$ cat src/rtl/buzz_seq.sv
// buzz_seq: buzzer sequencer.
//   Generates an internal square-wave tone (half-period TONE_DIV clocks) and
//   gates it with an ON/OFF cadence: slow, fast or continuous. Runs a
//   programmable number of bursts (0 = until stopped) and can be aborted.
//
// Ports:
//   clk        system clock, all logic on posedge
//   rst_n      asynchronous active-low reset
//   start      single-cycle request to begin a sequence (ignored while busy)
//   ring[1:0]  mode sampled with start: 00 none, 01 slow, 10 fast, 11 continuous
//   bursts     number of ON/OFF bursts sampled with start, 0 = run until stop
//   stop       abort request, returns to IDLE without a done pulse
//   beep_r     registered buzzer drive
//   busy       high while a sequence runs (ON or OFF)
//   done       one-cycle pulse on normal completion
//   burst_cnt  completed bursts in the current or last sequence (saturating)
module buzz_seq #(
  parameter int DIV_W    = 16,
  parameter int CNT_W    = 8,
  parameter int TONE_DIV = 4,
  parameter int ON_SLOW  = 32,
  parameter int OFF_SLOW = 32,
  parameter int ON_FAST  = 8,
  parameter int OFF_FAST = 8
) (
  input  logic             clk,
  input  logic             rst_n,
  input  logic             start,
  input  logic [1:0]       ring,
  input  logic [CNT_W-1:0] bursts,
  input  logic             stop,
  output logic             beep_r,
  output logic             busy,
  output logic             done,
  output logic [CNT_W-1:0] burst_cnt
);

  typedef enum logic [1:0] {IDLE, ON, OFF, DONE} state_t;

  localparam logic [DIV_W-1:0] TONE_LAST     = DIV_W'(TONE_DIV - 1);
  localparam logic [DIV_W-1:0] ON_SLOW_LAST  = DIV_W'(ON_SLOW - 1);
  localparam logic [DIV_W-1:0] OFF_SLOW_LAST = DIV_W'(OFF_SLOW - 1);
  localparam logic [DIV_W-1:0] ON_FAST_LAST  = DIV_W'(ON_FAST - 1);
  localparam logic [DIV_W-1:0] OFF_FAST_LAST = DIV_W'(OFF_FAST - 1);

  state_t           state_q, state_d;
  logic [DIV_W-1:0] tone_cnt_q, tone_cnt_d;
  logic [DIV_W-1:0] phase_cnt_q, phase_cnt_d;
  logic             beep_q, beep_d;
  logic [CNT_W-1:0] burst_cnt_q, burst_cnt_d;
  logic [1:0]       ring_q, ring_d;
  logic [CNT_W-1:0] bursts_q, bursts_d;

  logic [DIV_W-1:0] on_last, off_last;
  logic [CNT_W-1:0] burst_cnt_inc;

  // Phase lengths follow the latched mode; continuous mode never leaves ON,
  // so its entries here are don't-care.
  always_comb begin
    on_last  = (ring_q == 2'b01) ? ON_SLOW_LAST  : ON_FAST_LAST;
    off_last = (ring_q == 2'b01) ? OFF_SLOW_LAST : OFF_FAST_LAST;
  end

  // Saturate rather than wrap so a long bursts=0 run never reads back as 0.
  assign burst_cnt_inc = (burst_cnt_q == {CNT_W{1'b1}}) ? burst_cnt_q
                                                        : burst_cnt_q + CNT_W'(1);

  always_comb begin
    state_d     = state_q;
    tone_cnt_d  = tone_cnt_q;
    phase_cnt_d = phase_cnt_q;
    beep_d      = beep_q;
    burst_cnt_d = burst_cnt_q;
    ring_d      = ring_q;
    bursts_d    = bursts_q;

    case (state_q)
      IDLE: begin
        // stop in the same cycle suppresses the start.
        if (start && !stop && (ring != 2'b00)) begin
          ring_d      = ring;
          bursts_d    = bursts;
          burst_cnt_d = '0;
          tone_cnt_d  = '0;
          phase_cnt_d = '0;
          beep_d      = 1'b0;
          state_d     = ON;
        end
      end

      ON: begin
        if (stop) begin
          state_d     = IDLE;
          beep_d      = 1'b0;
          tone_cnt_d  = '0;
          phase_cnt_d = '0;
        end else begin
          if (tone_cnt_q == TONE_LAST) begin
            tone_cnt_d = '0;
            beep_d     = ~beep_q;
          end else begin
            tone_cnt_d = tone_cnt_q + DIV_W'(1);
          end

          if (ring_q == 2'b11) begin
            phase_cnt_d = '0;
          end else if (phase_cnt_q == on_last) begin
            // Leaving ON overrides any toggle due on this edge.
            state_d     = OFF;
            phase_cnt_d = '0;
            tone_cnt_d  = '0;
            beep_d      = 1'b0;
          end else begin
            phase_cnt_d = phase_cnt_q + DIV_W'(1);
          end
        end
      end

      OFF: begin
        beep_d = 1'b0;
        if (stop) begin
          state_d     = IDLE;
          tone_cnt_d  = '0;
          phase_cnt_d = '0;
        end else if (phase_cnt_q == off_last) begin
          phase_cnt_d = '0;
          tone_cnt_d  = '0;
          burst_cnt_d = burst_cnt_inc;
          if ((bursts_q != '0) && (burst_cnt_inc == bursts_q)) begin
            state_d = DONE;
          end else begin
            state_d = ON;
          end
        end else begin
          phase_cnt_d = phase_cnt_q + DIV_W'(1);
        end
      end

      DONE: begin
        beep_d  = 1'b0;
        state_d = IDLE;
      end

      default: begin
        state_d = IDLE;
        beep_d  = 1'b0;
      end
    endcase
  end

  always_ff @(posedge clk or negedge rst_n) begin
    if (!rst_n) begin
      state_q     <= IDLE;
      tone_cnt_q  <= '0;
      phase_cnt_q <= '0;
      beep_q      <= 1'b0;
      burst_cnt_q <= '0;
      ring_q      <= 2'b00;
      bursts_q    <= '0;
    end else begin
      state_q     <= state_d;
      tone_cnt_q  <= tone_cnt_d;
      phase_cnt_q <= phase_cnt_d;
      beep_q      <= beep_d;
      burst_cnt_q <= burst_cnt_d;
      ring_q      <= ring_d;
      bursts_q    <= bursts_d;
    end
  end

  assign beep_r    = beep_q;
  assign busy      = (state_q == ON) || (state_q == OFF);
  assign done      = (state_q == DONE);
  assign burst_cnt = burst_cnt_q;

endmodule

$ cat config.mk
export PLATFORM = sky130hd
export DESIGN_NAME = buzz_seq
export DESIGN_NICKNAME = d
export VERILOG_FILES = /design/src/rtl/buzz_seq.sv
export SDC_FILE = /design/constraint.sdc
export NUM_CORES = 1
export LEC_CHECK = 0
export CAP_MARGIN = 5
export CORE_MARGIN = 8
export CORE_UTILIZATION = 55
export DETAILED_ROUTE_END_ITERATION = 8
export GPL_ROUTABILITY_DRIVEN = 0
export GPL_TIMING_DRIVEN = 0
export PLACE_DENSITY = 0.76
export SLEW_MARGIN = 10
export SYNTH_ARGS = -nofsm -noshare
export SYNTH_HDL_FRONTEND = slang
export SYNTH_SLANG_ARGS = --single-unit
$ cat constraint.sdc
create_clock -name clk -period 3.8 [get_ports clk]
set_input_delay 0.95 -clock clk [delete_from_list [all_inputs] [get_ports clk]]
set_output_delay 0.95 -clock clk [all_outputs]
set_load 0.005 [all_outputs]
Word level (Yosys, flattened, before mapping):

Cells that the tools add are included.

* flip-flop bits (word level): 53
* input bits: 14
* word-level logic and storage cells: 75
* bits in latches: 0
* RAM bits: 0
* memories kept: 0
* bits in read-only memories: 0

* reduce and logical (&&, ||, !) cells: 16
* multiplexer cells: 33
* multiply operators: 0
* $add $sub $neg: 3
* bitwise logic cells: 1
* order comparisons: 0
* equal/unequal tests: 15
* div/mod/pow operators: 0
* shifts and indexed selects: 0

Operators with widths (number)
* two-way mux 16 bit: 11
* case mux 16 bit (3 select lines): 2
* adder 16 x 1 -> 16 bit, second input constant: 2
* two-way mux 8 bit: 4
* == test 16 x 2 -> 1 bit, second input constant: 1
* == test 16 x 5 -> 1 bit: 1
* case mux 8 bit (2 select lines): 1
* two-way mux 2 bit: 7
* != test 3 bit, second input constant: 3
* adder 8 x 1 -> 8 bit, second input constant: 1
* == test 8 bit: 1
* == test 8 bit, second input constant: 1
* case mux 2 bit (4 select lines): 1
* AND reduction 4 bit: 2
* nonzero test 8 bit: 1
* == test 2 bit, second input constant: 3
* != test 2 bit, second input constant: 3
* two-way mux 1 bit: 5
* two-way mux 5 bit: 1
* == test 2 x 1 -> 1 bit, second input constant: 2
* AND reduction 2 bit: 2
* nonzero test 2 bit: 2
* logical AND 1 bit: 3
* case mux 1 bit (3 select lines): 1
* other kinds (7): 7

Longest topological paths before layout:

* depth in word-level cells: 8
* mapped depth: 9
* gate-level depth less buffers: 8

Worst setup path before layout:

No wires, ideal clock.

* path kind: input-to-reg
* start: input port stop
* end: register phase_cnt_q[9]
* buffers on the path: 1
* stages on the path: 7
* arrival: 2.156 ns
* data required time: 3.669 ns
* path slack: 1.512 ns
* cell sequence: nand2b_1 o31a_1 clkbuf_1 nor3_2 nand3_1 xor2_1 nor2_1

* word-level cells in the longest chain between the ends: 5

RTL lines
* start: declaration: RTL line 31 `input logic stop,`
* zero test 1 bit: RTL line 80 `if (start && !stop && (ring != 2'b00)) begin`
* logical AND 1 bit (2 in a row): RTL line 80
* != test 2 bit (no source line)
* AND reduction 2 bit (no source line)
* end signal: assignment: RTL line 163 `phase_cnt_q <= phase_cnt_d;`
* end: declaration: RTL line 48 `logic [DIV_W-1:0] phase_cnt_q, phase_cnt_d;`

Parallel ways exist; a longest one is shown, timed or not.
A chain may end at the register's enable or synchronous reset.

Final worst setup path:

* start: input port stop
* end: register tone_cnt_q[2]

* word-level cells in the longest chain between the ends: 5

RTL lines
* zero test 1 bit: RTL line 80
* logical AND 1 bit (2 in a row): RTL line 80
* != test 2 bit (no source line)
* AND reduction 3 bit (no source line)
* end signal: assignment: RTL line 162 `tone_cnt_q <= tone_cnt_d;`
* end: declaration: RTL line 47 `logic [DIV_W-1:0] tone_cnt_q, tone_cnt_d;`

Parallel ways exist; a longest one is shown, timed or not.

==> results.py <==
metrics = {
    "synthesis": {
        "syn_area_sq_um": 3277,
        "ys.warnings.count": 0,
        "synth_nets": 375,
        "ys_ff_latch": 53,
        "synthArstFlopShare_pct": 100.0,
        "synth.distinct_cells": 58,
        "yosysTopAreaCellShare_pct": 40.47,
        "netlist_top_cells_area": "dfrtp_1, xor2_1, nor2_1, mux2_2, nand3_1",
        "synth_area_leader_cell": "dfrtp_1",
        "synthFlopType": "dfrtp_1",
        "yosysSeqAreaShare_pct": 40.47,
        "synth_edf_count": 0,
        "synthCells": 354,
        "avgSynthCellArea_sq_um": 9.257,
    },
    "drt": {
        "wire_per_inst_um": 15.27,
        "drt-total-wl_um": 7057,
        "viasPerCell": 6.013,
        "dr_total_vias": 2778,
        "drt_iter0_markers": 177,
        "dr.pass1.iters": 5,
        "route.detailed.drc": 0,
        "ant_nets": 0,
    },
    "timing": {
        "setup_viol": 0,
        "fin_setup_tns_ns": 0,
        "min_period_over_period_pct": 72.71,
        "min_period_ns": 2.763,
        "hold_violations": 0,
        "slew_violations": 0,
        "rsz0062_at_grt": "false",
        "final.setup_skew_ns": 0.01249,
        "fmax_ghz": 0.3620,
        "max_slew_margin_pct": 62.70,
        "max_slew.worst_pin.slew_ns": 0.5595,
    },
    "setup_path": {
        "cpMaxStageDelayCell": "clkdlybuf4s50_1",
        "crit_path_frequent_cell": "nand2_1",
        "reg2reg_setup_slack_ns": 1.29,
        "cp.required_ns": 4.02,
        "startpoint_type": "primary input",
        "cp-end-kind": "flop",
        "crit_type": "primary input to flop",
        "crit_buf_inv": 2,
        "cp.arrival_ns": 2.99,
        "cp_top_family": "simple AND/OR/NAND/NOR gates",
        "cp_max_fo": 8,
        "path_cells": "clkdlybuf4s50_1 -> nand2b_1 -> or3_1 -> nand2_1 -> and2_1 -> buf_2 -> nand2_1 -> o21ai_0",
        "cpPeakStageDelay_ns": 0.48,
    },
    "global_routing": {
        "grt_first_pass_wirelength_um": 12350,
        "antenna_found_initial": 0,
        "grt_pass1_vias": 2585,
        "grt_use_total_pct": 17.28,
        "gr-total-overflow": 0,
        "grt_max_degree": 37,
    },
    "finish": {
        "areaGrowthSynthToFinish_pct": 14.85,
        "multi_input_area_sq_um": 1864,
        "fin_nets": 407,
        "final_cells": 462,
        "regArea_sq_um": 1326,
        "antenna_cells": 0,
        "drive_gt1_share_pct": 11.11,
        "num-fill-cells": 509,
    },
    "status": {
        "outcome": "finished clean",
    },
    "floorplanning": {
        "start_util_pct": 56.01,
        "core-area_sq_um": 5851,
        "fp.dieW_um": 93.19,
        "fp.dieArea_sq_um": 8683,
        "row_count": 28,
        "die_h_um": 93.19,
        "io_pins": 25,
    },
    "flow_run": {
        "cap_violations": 0,
    },
    "clock_network": {
        "clockBufferDepth": 2,
        "postCtsSetupBuffers": 0,
        "numCtsBuffers": 5,
        "cts_hold_buf": 0,
        "path_clk_slew_ns": 0.10,
        "clk_latency_ns": 0.31,
        "cts_root_buffer": "clkbuf_8",
        "post_cts_resized": 0,
        "cts_tree": "built",
        "htreeDepth": 2,
        "cts_sinks": 53,
    },
    "placement": {
        "io_buffers": 24,
        "dp_cells": 454,
        "dp_hpwl_um": 5266,
    },
    "power_and_ir_drop": {
        "total_power_mw": 1.947,
        "ir_worst_vdd_v": 0.0004461,
        "powerDensity_nw_per_um2": 517.3,
        "p_leak_nw": 1.591,
    },
    "worst_hold_path": {
        "hold_path_class": "flop to flop",
    },
}
-- cell type report --
type,instances,area share [%]
buffer,13,1.596
clock buffer,5,1.828
clock inverter,3,1.828
inverter,7,0.6981
multi-input combinational,281,49.53
sequential,53,35.24
tap,75,2.493
timing repair buffer,25,6.782
-- power breakdown --
part	switching, mW	leakage (nW)	internal, mW
registers	0.0767	0.716	0.642
clock network	0.191	0.0687	0.265
logic	0.482	0.806	0.290
total	0.750	1.59	1.20
-- Yosys cell counts, types with 3 or more instances --
master / instances
dfrtp_1: 53
nor2_1: 36
nand2_1: 26
nand3_1: 23
o21ai_0: 23
xor2_1: 16
a21oi_1: 12
nor3_1: 12
mux2_2: 11
and3_1: 9
nand2b_1: 9
nand4_1: 9
xnor2_1: 8
ha_1: 7
nor4_1: 7
and2_1: 6
and4_1: 6
buf_2: 6
clkbuf_1: 6
inv_1: 6
or3_1: 5
a21o_1: 4
a22o_1: 4
o21ai_1: 4
o21a_1: 3
o2bb2ai_1: 3
-- sequential cells by signal, indices dropped and copies added, names as in the netlist --
| register | count |
|---|---|
| ring_q | 2 |
| bursts_q | 8 |
| phase_cnt_q | 16 |
| state_q | 2 |
| tone_cnt_q | 16 |
| burst_cnt | 8 |
| beep_r | 1 |
-- layer usage --
| layer | vias to the layer above | track usage (%) | part of all wire (%) |
|---|---|---|---|
| met5 | - | 0 | 0 |
| met3 | 7 | 3.766 | 4.7 |
| li1 | 1353 | - | - |
| met1 | 1354 | 23.95 | 50 |
| met2 | 64 | 26.27 | 45 |
| met4 | 0 | 5.235 | 1.0 |
-- cells by family (layout without fill, tap and decap cells) --
kind of cell | after synthesis | after routing | share of synthesized area [%]
buf+inv | 20 | 53 | 2.635
mux | 13 | 13 | 4.391
flops | 53 | 53 | 40.47
xor+xnor | 24 | 24 | 6.415
simple gates | 167 | 167 | 28.87
fa+ha+maj | 7 | 7 | 2.673
compound gates | 70 | 70 | 14.55
-- cell usage in the layout, fill, tap and decap left out, drive strengths merged, types with 9 or more instances in the layout --
master         count
o21ai             28
nor4               9
nand2             27
mux2              11
and3               9
clkdlybuf4s50     23
a21oi             12
dfrtp             53
xor2              16
nor2              39
clkbuf            11
buf                9
nand4             10
nand3             23
nand2b             9
nor3              15
-- stage by stage --
stage | setup WS [ns] | utilization [%] | instance area, sq um | hold WS [ns]
3_3_place_gp | 0.1836 | 61.72 | 3611 | 0.4885
6_report | 1.037 | 64.33 | 3764 | 0.5194
4_1_cts | 1.050 | 64.33 | 3764 | 0.5177
2_1_floorplan | 1.512 | - | 3277 | 0.4567
3_5_place_dp | 0.7021 | 61.98 | 3626 | 0.4925
5_1_grt | 0.9375 | 64.33 | 3764 | 0.5385
-- worst min-delay path: stages, from the launching register on --
cell and delay, ns:
dfrtp_1 0.39, nand2_1 0.06, nand2_1 0.05
-- path summary, 6_finish.rpt --
kind                                       to  cells after the start           from
max in group asynchronous         bursts_q[1]                      2          rst_n
worst min register to register  tone_cnt_q[1]                      2  tone_cnt_q[1]
worst max register to register     state_q[1]                      8   burst_cnt[0]
min in group asynchronous       tone_cnt_q[2]                      1          rst_n
worst min-delay path            tone_cnt_q[1]                      2  tone_cnt_q[1]
worst max-delay path            tone_cnt_q[2]                      8           stop
No activity file was read; power rests on OpenSTA's default activity.
